$ cat src/rtl/lw_control_unit.sv
// Multi-cycle LEGv8 control sequencer: 1 EXEC cycle for ALU/branch ops, MEM_A+MEM_D for loads/stores.
// instr_ready is high only in IDLE; words presented while busy are ignored and the latched IR holds until retire.
module lw_control_unit #(
  parameter int          DATA_WIDTH = 64,
  parameter logic [4:0]  FS_ADD     = 5'b01000,
  parameter logic [4:0]  FS_SUB     = 5'b01010
) (
  input  logic                  clk,
  input  logic                  rst,
  input  logic [31:0]           instr,
  input  logic                  instr_valid,
  output logic                  instr_ready,
  output logic [4:0]            SA,
  output logic [4:0]            SB,
  output logic [4:0]            DA,
  output logic [4:0]            FS,
  output logic [DATA_WIDTH-1:0] K,
  output logic                  C0,
  output logic                  K_SEL,
  output logic                  PC_SEL,
  output logic                  EN_ALU,
  output logic                  EN_B,
  output logic                  EN_ADDR,
  output logic                  W,
  output logic                  CS,
  output logic                  WE,
  output logic                  OE,
  output logic                  pc_inc,
  output logic                  pc_load,
  output logic                  illegal
);

  typedef enum logic [1:0] {IDLE, EXEC, MEM_A, MEM_D} state_t;
  typedef enum logic [2:0] {OP_ADDI, OP_SUBI, OP_ADD, OP_BR, OP_STUR, OP_LDUR, OP_ILL} op_t;

  state_t      state, state_nxt;
  op_t         op_q, op_dec;
  logic [21:0] ir_q;
  logic        accept;

  logic [4:0]            rd, rn, rm;
  logic [DATA_WIDTH-1:0] k_imm12, k_addr9;

  // Opcode decode on the raw word; only consulted on the accept cycle.
  always_comb begin
    op_dec = OP_ILL;
    if (instr[31:22] == 10'b1001000100) begin
      op_dec = OP_ADDI;
    end else if (instr[31:22] == 10'b1101000100) begin
      op_dec = OP_SUBI;
    end else begin
      case (instr[31:21])
        11'b10001011000: op_dec = OP_ADD;
        11'b11010110000: op_dec = OP_BR;
        11'b11111000000: op_dec = OP_STUR;
        11'b11111000010: op_dec = OP_LDUR;
        default:         op_dec = OP_ILL;
      endcase
    end
  end

  assign instr_ready = rst && (state == IDLE);
  assign accept      = instr_valid && instr_ready;
  assign illegal     = accept && (op_dec == OP_ILL);

  // Only the operand fields are kept; the opcode lives on as op_q.
  assign rd      = ir_q[4:0];
  assign rn      = ir_q[9:5];
  assign rm      = ir_q[20:16];
  assign k_imm12 = {{(DATA_WIDTH-12){1'b0}}, ir_q[21:10]};
  assign k_addr9 = {{(DATA_WIDTH-9){ir_q[20]}}, ir_q[20:12]};

  always_ff @(posedge clk or negedge rst) begin
    if (!rst) begin
      state <= IDLE;
      op_q  <= OP_ILL;
      ir_q  <= '0;
    end else begin
      state <= state_nxt;
      if (accept && (op_dec != OP_ILL)) begin
        op_q <= op_dec;
        ir_q <= instr[21:0];
      end
    end
  end

  always_comb begin
    state_nxt = state;
    SA        = 5'd31;
    SB        = 5'd31;
    DA        = 5'd31;
    FS        = 5'd0;
    K         = '0;
    C0        = 1'b0;
    K_SEL     = 1'b0;
    PC_SEL    = 1'b0;
    EN_ALU    = 1'b0;
    EN_B      = 1'b0;
    EN_ADDR   = 1'b0;
    W         = 1'b0;
    CS        = 1'b0;
    WE        = 1'b0;
    OE        = 1'b0;
    pc_inc    = 1'b0;
    pc_load   = 1'b0;

    case (state)
      IDLE: begin
        if (accept) begin
          case (op_dec)
            OP_ADDI, OP_SUBI, OP_ADD, OP_BR: state_nxt = EXEC;
            OP_STUR, OP_LDUR:                state_nxt = MEM_A;
            default:                         state_nxt = IDLE;
          endcase
        end
      end

      EXEC: begin
        state_nxt = IDLE;
        case (op_q)
          OP_ADDI, OP_SUBI: begin
            SA     = rn;
            DA     = rd;
            K      = k_imm12;
            K_SEL  = 1'b1;
            FS     = (op_q == OP_SUBI) ? FS_SUB : FS_ADD;
            C0     = (op_q == OP_SUBI);
            EN_ALU = 1'b1;
            W      = 1'b1;
            pc_inc = 1'b1;
          end
          OP_ADD: begin
            SA     = rn;
            SB     = rm;
            DA     = rd;
            FS     = FS_ADD;
            EN_ALU = 1'b1;
            W      = 1'b1;
            pc_inc = 1'b1;
          end
          OP_BR: begin
            SA      = rn;
            PC_SEL  = 1'b1;
            pc_load = 1'b1;
          end
          default: ;
        endcase
      end

      MEM_A, MEM_D: begin
        state_nxt = (state == MEM_A) ? MEM_D : IDLE;
        SA        = rn;
        K         = k_addr9;
        K_SEL     = 1'b1;
        FS        = FS_ADD;
        EN_ADDR   = 1'b1;
        CS        = 1'b1;
        pc_inc    = (state == MEM_D);
        if (op_q == OP_STUR) begin
          SB   = rd;
          EN_B = 1'b1;
          WE   = (state == MEM_D);
        end else begin
          DA = rd;
          OE = 1'b1;
          W  = (state == MEM_D);
        end
      end

      default: state_nxt = IDLE;
    endcase
  end

  // Datapath bus has a single driver and the PC sees one retire action at a time.
  a_bus_single_driver: assert property (@(posedge clk) disable iff (!rst) $onehot0({EN_ALU, EN_B, OE}));
  a_retire_exclusive:  assert property (@(posedge clk) disable iff (!rst) !(pc_inc && pc_load));

endmodule

$ cat config.mk
export PLATFORM = sky130hd
export DESIGN_NAME = lw_control_unit
export DESIGN_NICKNAME = d
export VERILOG_FILES = /design/src/rtl/lw_control_unit.sv
export SDC_FILE = /design/constraint.sdc
export NUM_CORES = 1
export LEC_CHECK = 0
export ABC_AREA = 1
export CORE_ASPECT_RATIO = 0.6
export CORE_MARGIN = 5
export CORE_UTILIZATION = 37
export CTS_CLUSTER_SIZE = 30
export DETAILED_ROUTE_END_ITERATION = 12
export PLACE_DENSITY = 0.85
export SKIP_CTS_REPAIR_TIMING = 1
export SYNTH_ARGS = -nofsm -noshare
export SYNTH_HDL_FRONTEND = slang
export SYNTH_SLANG_ARGS = --single-unit
$ cat constraint.sdc
create_clock -name clk -period 2.1 [get_ports clk]
set_input_delay 0.21 -clock clk [delete_from_list [all_inputs] [get_ports clk]]
set_output_delay 0.21 -clock clk [all_outputs]
set_load 0.01 [all_outputs]
Word level (Yosys, flattened, before mapping)
Cells that the tools add are included.
- register bits: 27
- input port bits: 35
- output and inout port bits: 98
- word-level logic and storage cells: 75
- eq/ne operators: 21
- muxes and demuxes: 38
- reduce and logical (&&, ||, !) cells: 13
- operator list (cell ; count):
    $pmux W64 S2 ; 1
    $eq A11 B11 Y1 const B ; 4
    $pmux W5 S2 ; 3
    $mux W5 ; 5
    $eq A10 B10 Y1 const B ; 2
    $pmux W4 S2 ; 2
    $mux W1 ; 15
    $eq A3 B2 Y1 const B ; 4
    $eq A3 B3 Y1 const B ; 4
    $mux W12 ; 1
    $pmux W3 S4 ; 1
    $reduce_or A4 Y1 ; 2
    $eq A3 B1 Y1 const B ; 2
    $logic_not A3 Y1 ; 2
    $mux W2 ; 3
    $mux W3 ; 2
    $pmux W1 S2 ; 3
    $pmux W2 S3 ; 1
    $reduce_or A2 Y1 ; 3
    $eq A2 B2 Y1 const B ; 2
    $logic_and A1 B1 Y1 ; 4
    $pmux W2 S2 ; 1
    $ne A3 B3 Y1 const B ; 1
    $reduce_or A3 Y1 ; 1
    3 further kinds ; 3

Depth between registers and ports, before layout
Gate-level depths: netlist of the first run.
- depth in word-level cells: 9
- gate-level depth with buffers: 9

Worst setup path after synthesis of the first run
No wires, ideal clock.
- path kind: register -> output
- start: reg state[1]
- end: out K[13]
- arrival time: 1555 ps
- data required time: 1890 ps
- setup slack: 335 ps
- stages on the path, launching flop included: 4
- buffers on the path: 1
- path through: dfrtp_1 nand2_1 inv_1 buf_4
- cells in the longest elaborated chain, start to end: 3
- ends and longest elaborated chain (what ; line ; source):
    start, declared ; 36 ; state_t state, state_nxt;
    start signal, assigned ; 79 ; state <= state_nxt;
    $eq A2 B2 Y1 ; 107 ; case (state)
    $reduce_or A2 Y1 ; 107 ;
    $pmux W64 S2 * ; 107 ;
    end, declared ; 17 ; output logic [DATA_WIDTH-1:0] K,
Every way passes the cells marked *; elsewhere a longest branch is shown, timed or not.

Final worst setup path of the first run
- start: reg state[1]
- end: out K[6]
Same word-level chain as after synthesis.

==> metrics, run 1 <==
worst min-delay path class=in -> async; CP delay by family, top=buffers and inverters; worst path required time=1.89 ns; FF-to-FF setup slack=0.28 ns; Area growth syn-to-layout=62.5%; Remaining DRCs=0; Crit-path slowest cell=clkdlybuf4s50_1; Worst Setup SP=state[1]; combinational power share=0.153; Rows=21; Inserted Clock Buffers=3; Reg clk slew, reported paths=0.10 ns; unrepaired setup endpoints after global routing=true; crit path to=K[6]; setup violators final=3; Final Hold Fails=0; n_diodes=0; H-tree depth=1; DIE WIDTH=108 um; Tmin final=2.19 ns; Util after Layout=0.619; vias in the first global route=2090; Final Hold Slack=0.345 ns; syn_area_per_cell=6.97 sq um; Routed Antenna Nets=0; Die ar.=0.00736 sq mm; crit path capture type=output port; most common cell after layout, fill and taps aside=nand2_1; deepest clock path buffer count=2; Sequential Power Share=0.531; status=finished, violations left; Yosys top cell area share=0.296; DIE HEIGHT=68.5 um; worst-path cell chain=nor2_2 -> nand3_2 -> buf_6 -> o22ai_1 -> clkdlybuf4s50_1; via/cell ratio=4.85; post-synthesis cell type with the largest combined area=dfrtp_1; Arrival @ worst endpoint=1.98 ns; drt first pass iters=5; CP Max Fanout=10; GRT overflow=0; Vias=2285; drt total wl=7390 um; Final GP Congestion=0.879; worst-case reg-to-reg path depth=7; max-cap check violation count=0; hpwl dp=5190 um; Seq/Total Area, Yosys=0.321; worst setup margin=-0.0924 ns; Unique masters post-synth=27; crit path launch type=flip-flop; Fill cells=445; Worst VDD drop=0.000352 V; Ports=133; final slew viol count=0; DR WL/cell=15.7 um; clock root cell=clkbuf_8; share of layout cells above drive strength 1=0.107; net count reported at finish=427; Port Buffer Count=129; Worst Setup Path Type=reg -> out; Top FF cell, synth=dfrtp_1; initial DRC count=264; Worst path max stage delay=0.59 ns; clock network latency to the later pin of the worst-skew pair=0.28 ns; sw power=272 uW; first-pass GRT wire length=10400 um; failing checks=setup timing; clock group share of total power=0.316; Mapped Area=0.00211 sq mm; WP depth=5; Synth area leaders=dfrtp_1, buf_4, nand2_1, inv_1, nand3_1; r2r startpoint=state[1]; most frequent cells in the layout=nand2_1, clkdlybuf4s50_1, dlymetal6s2s_1; number of synthesized flops with an enable pin=0; Worst R2R End=op_q[0]; core area=0.00554 sq mm; crit path buf inv count=2; crit share post-route=1.04; Setup TNS=-0.101 ns; synth warn=0; initial core utilization=0.381; total power per unit cell area=299 mW/mm^2; largest net degree at the start of global routing=53; Mapped Cells=303; internal power=754 uW; initial antenna violation count=0; post-synthesis register bit count=27; clk sinks=27; Worst Skew=0.00362 ns; Max Clk Rate=456 MHz; Static Leakage=0.00237 uW; ys async rst share=1.00; TritonCTS clock tree=done; gr usage total=0.175; switching share of power=0.265
synth_stat cells, types with 2 or more instances:
library cell / instances
nand2_1: 81
buf_4: 58
inv_1: 39
nand3_1: 28
dfrtp_1: 25
nor2_1: 19
o22ai_1: 8
o21ai_0: 7
a22oi_1: 5
nor3_1: 5
a21oi_1: 4
buf_2: 3
clkbuf_1: 3
buf_6: 2
dfstp_2: 2
nand3_2: 2
nand4_1: 2
how the worst min path moves through the flow:
stage / endpoint / depth (start not counted) / slack (ns) / start
5_1_grt: ir_q[21] / 2 / 0.37 / rst
3_3_place_gp: ir_q[5] / 2 / 0.45 / ir_q[5]
4_1_cts: ir_q[14] / 2 / 0.36 / rst
6_report: state[0] / 2 / 0.34 / rst
3_5_place_dp: ir_q[15] / 2 / 0.46 / ir_q[15]
2_1_floorplan: ir_q[0] / 0 / -0.09 / rst
area by class of cell:
cell class / instances / area [sq um] / area share
inverters: 39 / 150 / 0.0438
flip-flops and latches: 27 / 679 / 0.198
repair inverters: 1 / 5.00 / 0.00146
clock inverters: 1 / 8.76 / 0.00255
well taps: 80 / 100 / 0.0292
clock buffers: 3 / 41.3 / 0.0120
repair buffers: 148 / 1600 / 0.467
multi-input cells: 172 / 842 / 0.246
cell families after synthesis:
kind of cell | Yosys count | share of synthesized area
and+or+nand+nor | 144 | 0.305
buffers and inverters | 106 | 0.301
other | 1 | 0.00178
AOI/OAI and AO/OA | 25 | 0.0711
DFF | 27 | 0.321
sequential cells by signal, indices dropped and copies added (netlist names):
signal / cells
ir_q: 22
op_q: 3
state: 2
through the flow:
step / std cells / setup slack [ns] / cell area [sq um] / total power, uW
2_1_floorplan: 305 / 0.335 / 2120 / 610
3_3_place_gp: 458 / -0.0292 / 3120 / 701
3_5_place_dp: 458 / -0.120 / 3120 / 706
4_1_cts: 462 / -0.467 / 3170 / 1020
5_1_grt: 471 / -0.151 / 3430 / 1070
6_report: 471 / -0.0924 / 3430 / 1030
power groups by stage:
stage / Clock (uW) / Combinational, uW / Sequential, uW
floorplan: 0 / 58.4 / 551
global placement: 0 / 148 / 553
detailed placement: 0 / 152 / 554
CTS: 320 / 153 / 544
global route: 349 / 171 / 547
finish: 324 / 157 / 545
per-layer routing:
layer | GRT usage | part of all wire | up-vias
li1 | - | - | 1063
met1 | 0.217 | 0.38 | 1026
met2 | 0.305 | 0.46 | 169
met3 | 0.0512 | 0.13 | 27
met4 | 0.0409 | 0.026 | 0
met5 | 0 | 0 | -
(Power assumes the default switching activity.)
==> run 2: changes to the inputs <==
- SETUP_SLACK_MARGIN: not set -> 0.05
==> run 2 against run 1 <==
  * The run now ends clean
  * Sequential cell count is the same
  * Register-to-register slack gained 0.07 ns
  * Fmax grew 9.2%
  * Combinational power is essentially flat
  * Largest cell class unchanged
  * Wire length grew 0.39%
  * Clock skew shrank 0.0028 ns
  * Clock power is essentially flat
  * Utilization grew 1.0 points
==> metrics, run 2 (synthesized netlist as in run 1, its figures left out) <==
Die ar.=0.00736 sq mm; Util after Layout=0.629; max-cap check violation count=0; Final Hold Slack=0.347 ns; GRT overflow=0; Remaining DRCs=0; unrepaired setup endpoints after global routing=false; Worst Setup Path Type=reg -> out; most frequent cells in the layout=nand2_1, dlymetal6s2s_1, clkdlybuf4s50_1; share of layout cells above drive strength 1=0.113; Arrival @ worst endpoint=1.80 ns; most common cell after layout, fill and taps aside=nand2_1; clock root cell=clkbuf_8; gr usage total=0.175; net count reported at finish=427; Reg clk slew, reported paths=0.10 ns; status=complete, no violations; Port Buffer Count=129; via/cell ratio=4.85; final slew viol count=0; deepest clock path buffer count=2; Inserted Clock Buffers=3; clk sinks=27; Vias=2282; Reg with most FFs=ir_q; TritonCTS clock tree=done; crit share post-route=0.956; crit path capture type=output port; worst min-delay path class=in -> async; Largest regs=ir_q (22), op_q (3), state (2); Routed Antenna Nets=0; Max Clk Rate=498 MHz; FF-to-FF setup slack=0.35 ns; core area=0.00554 sq mm; drt total wl=7420 um; total power per unit cell area=294 mW/mm^2; initial core utilization=0.381; vias in the first global route=2090; DR WL/cell=15.8 um; drt first pass iters=6; r2r startpoint=state[1]; Ports=133; DIE HEIGHT=68.5 um; first-pass GRT wire length=10400 um; Rows=21; n_diodes=0; Area growth syn-to-layout=65.2%; initial antenna violation count=0; Final Hold Fails=0; setup violators final=0; Tmin final=2.01 ns; Worst Skew=0.000861 ns; worst path required time=1.89 ns; Setup TNS=0 ns; hpwl dp=5190 um; worst-case reg-to-reg path depth=7; largest net degree at the start of global routing=53; DIE WIDTH=108 um; initial DRC count=275; Final GP Congestion=0.879; clock network latency to the later pin of the worst-skew pair=0.28 ns; Static Leakage=0.00264 uW; H-tree depth=1; crit path launch type=flip-flop; Worst VDD drop=0.000349 V; max FFs per register=22; Worst R2R End=op_q[0]; CP Max Fanout=6
[run 2: cell count changes in the layout (fill, tap and decap cells not counted)]
cell             delta
nor3_2              +1
clkdlybuf4s50_1    -14
nor3_1              -1
inv_2               +1
buf_4               -1
clkbuf_16           +1
inv_1               -1
dlymetal6s2s_1     +14
[run 2: worst max-delay path, cell delays in order, from the launching register on]
cell and delay, ns:
dfrtp_2 0.40, buf_4 0.14, clkinvlp_4 0.16, buf_4 0.18, nor2_1 0.15, buf_4 0.17
a22oi_1 0.10, dlymetal6s2s_1 0.21
[run 2: worst max-delay path by stage]
stage | startpoint | to | slack, ns
floorplan | state[1] | K[13] | 0.34
global placement | op_q[1] | DA[4] | -0.03
finish | state[1] | SB[0] | 0.09
global route | state[1] | K[45] | 0.03
detailed placement | op_q[1] | DA[4] | -0.12
CTS | op_q[1] | DA[4] | -0.47
[run 2: area by class of cell]
| class | instances | area, sq um |
|---|---|---|
| fill | 436 | 2060 |
| timing repair buffer | 148 | 1660 |
| multi-input combinational | 172 | 847 |
| sequential | 27 | 679 |
| inverter | 39 | 150 |
| tap | 80 | 100 |
| clock buffer | 3 | 41.3 |
| clock inverter | 1 | 8.76 |
| timing repair inverter | 1 | 5.00 |
[run 2: report_power, final]
group / leakage [uW] / internal (uW) / switching (uW)
clock network: 0.0000261 / 140 / 183
logic: 0.00224 / 79.6 / 76.5
registers: 0.000366 / 535 / 9.90
total: 0.00264 / 754 / 269
[run 2: per-layer routing]
metal	global-route usage	wire, um	part of all wire
met3	0.0512	937	0.13
met4	0.0409	188	0.025
met1	0.217	2780	0.37
met2	0.305	3520	0.47
met5	0	0	0
[run 2: stage by stage]
| stage | cell area (sq um) | total power [uW] | setup slack [ns] | cells |
|---|---|---|---|---|
| 2_1_floorplan | 2120 | 610 | 0.335 | 305 |
| 4_1_cts | 3170 | 1020 | -0.467 | 462 |
| 3_5_place_dp | 3120 | 706 | -0.120 | 458 |
| 6_report | 3490 | 1020 | 0.0930 | 471 |
| 5_1_grt | 3490 | 1070 | 0.0291 | 471 |
| 3_3_place_gp | 3120 | 701 | -0.0292 | 458 |
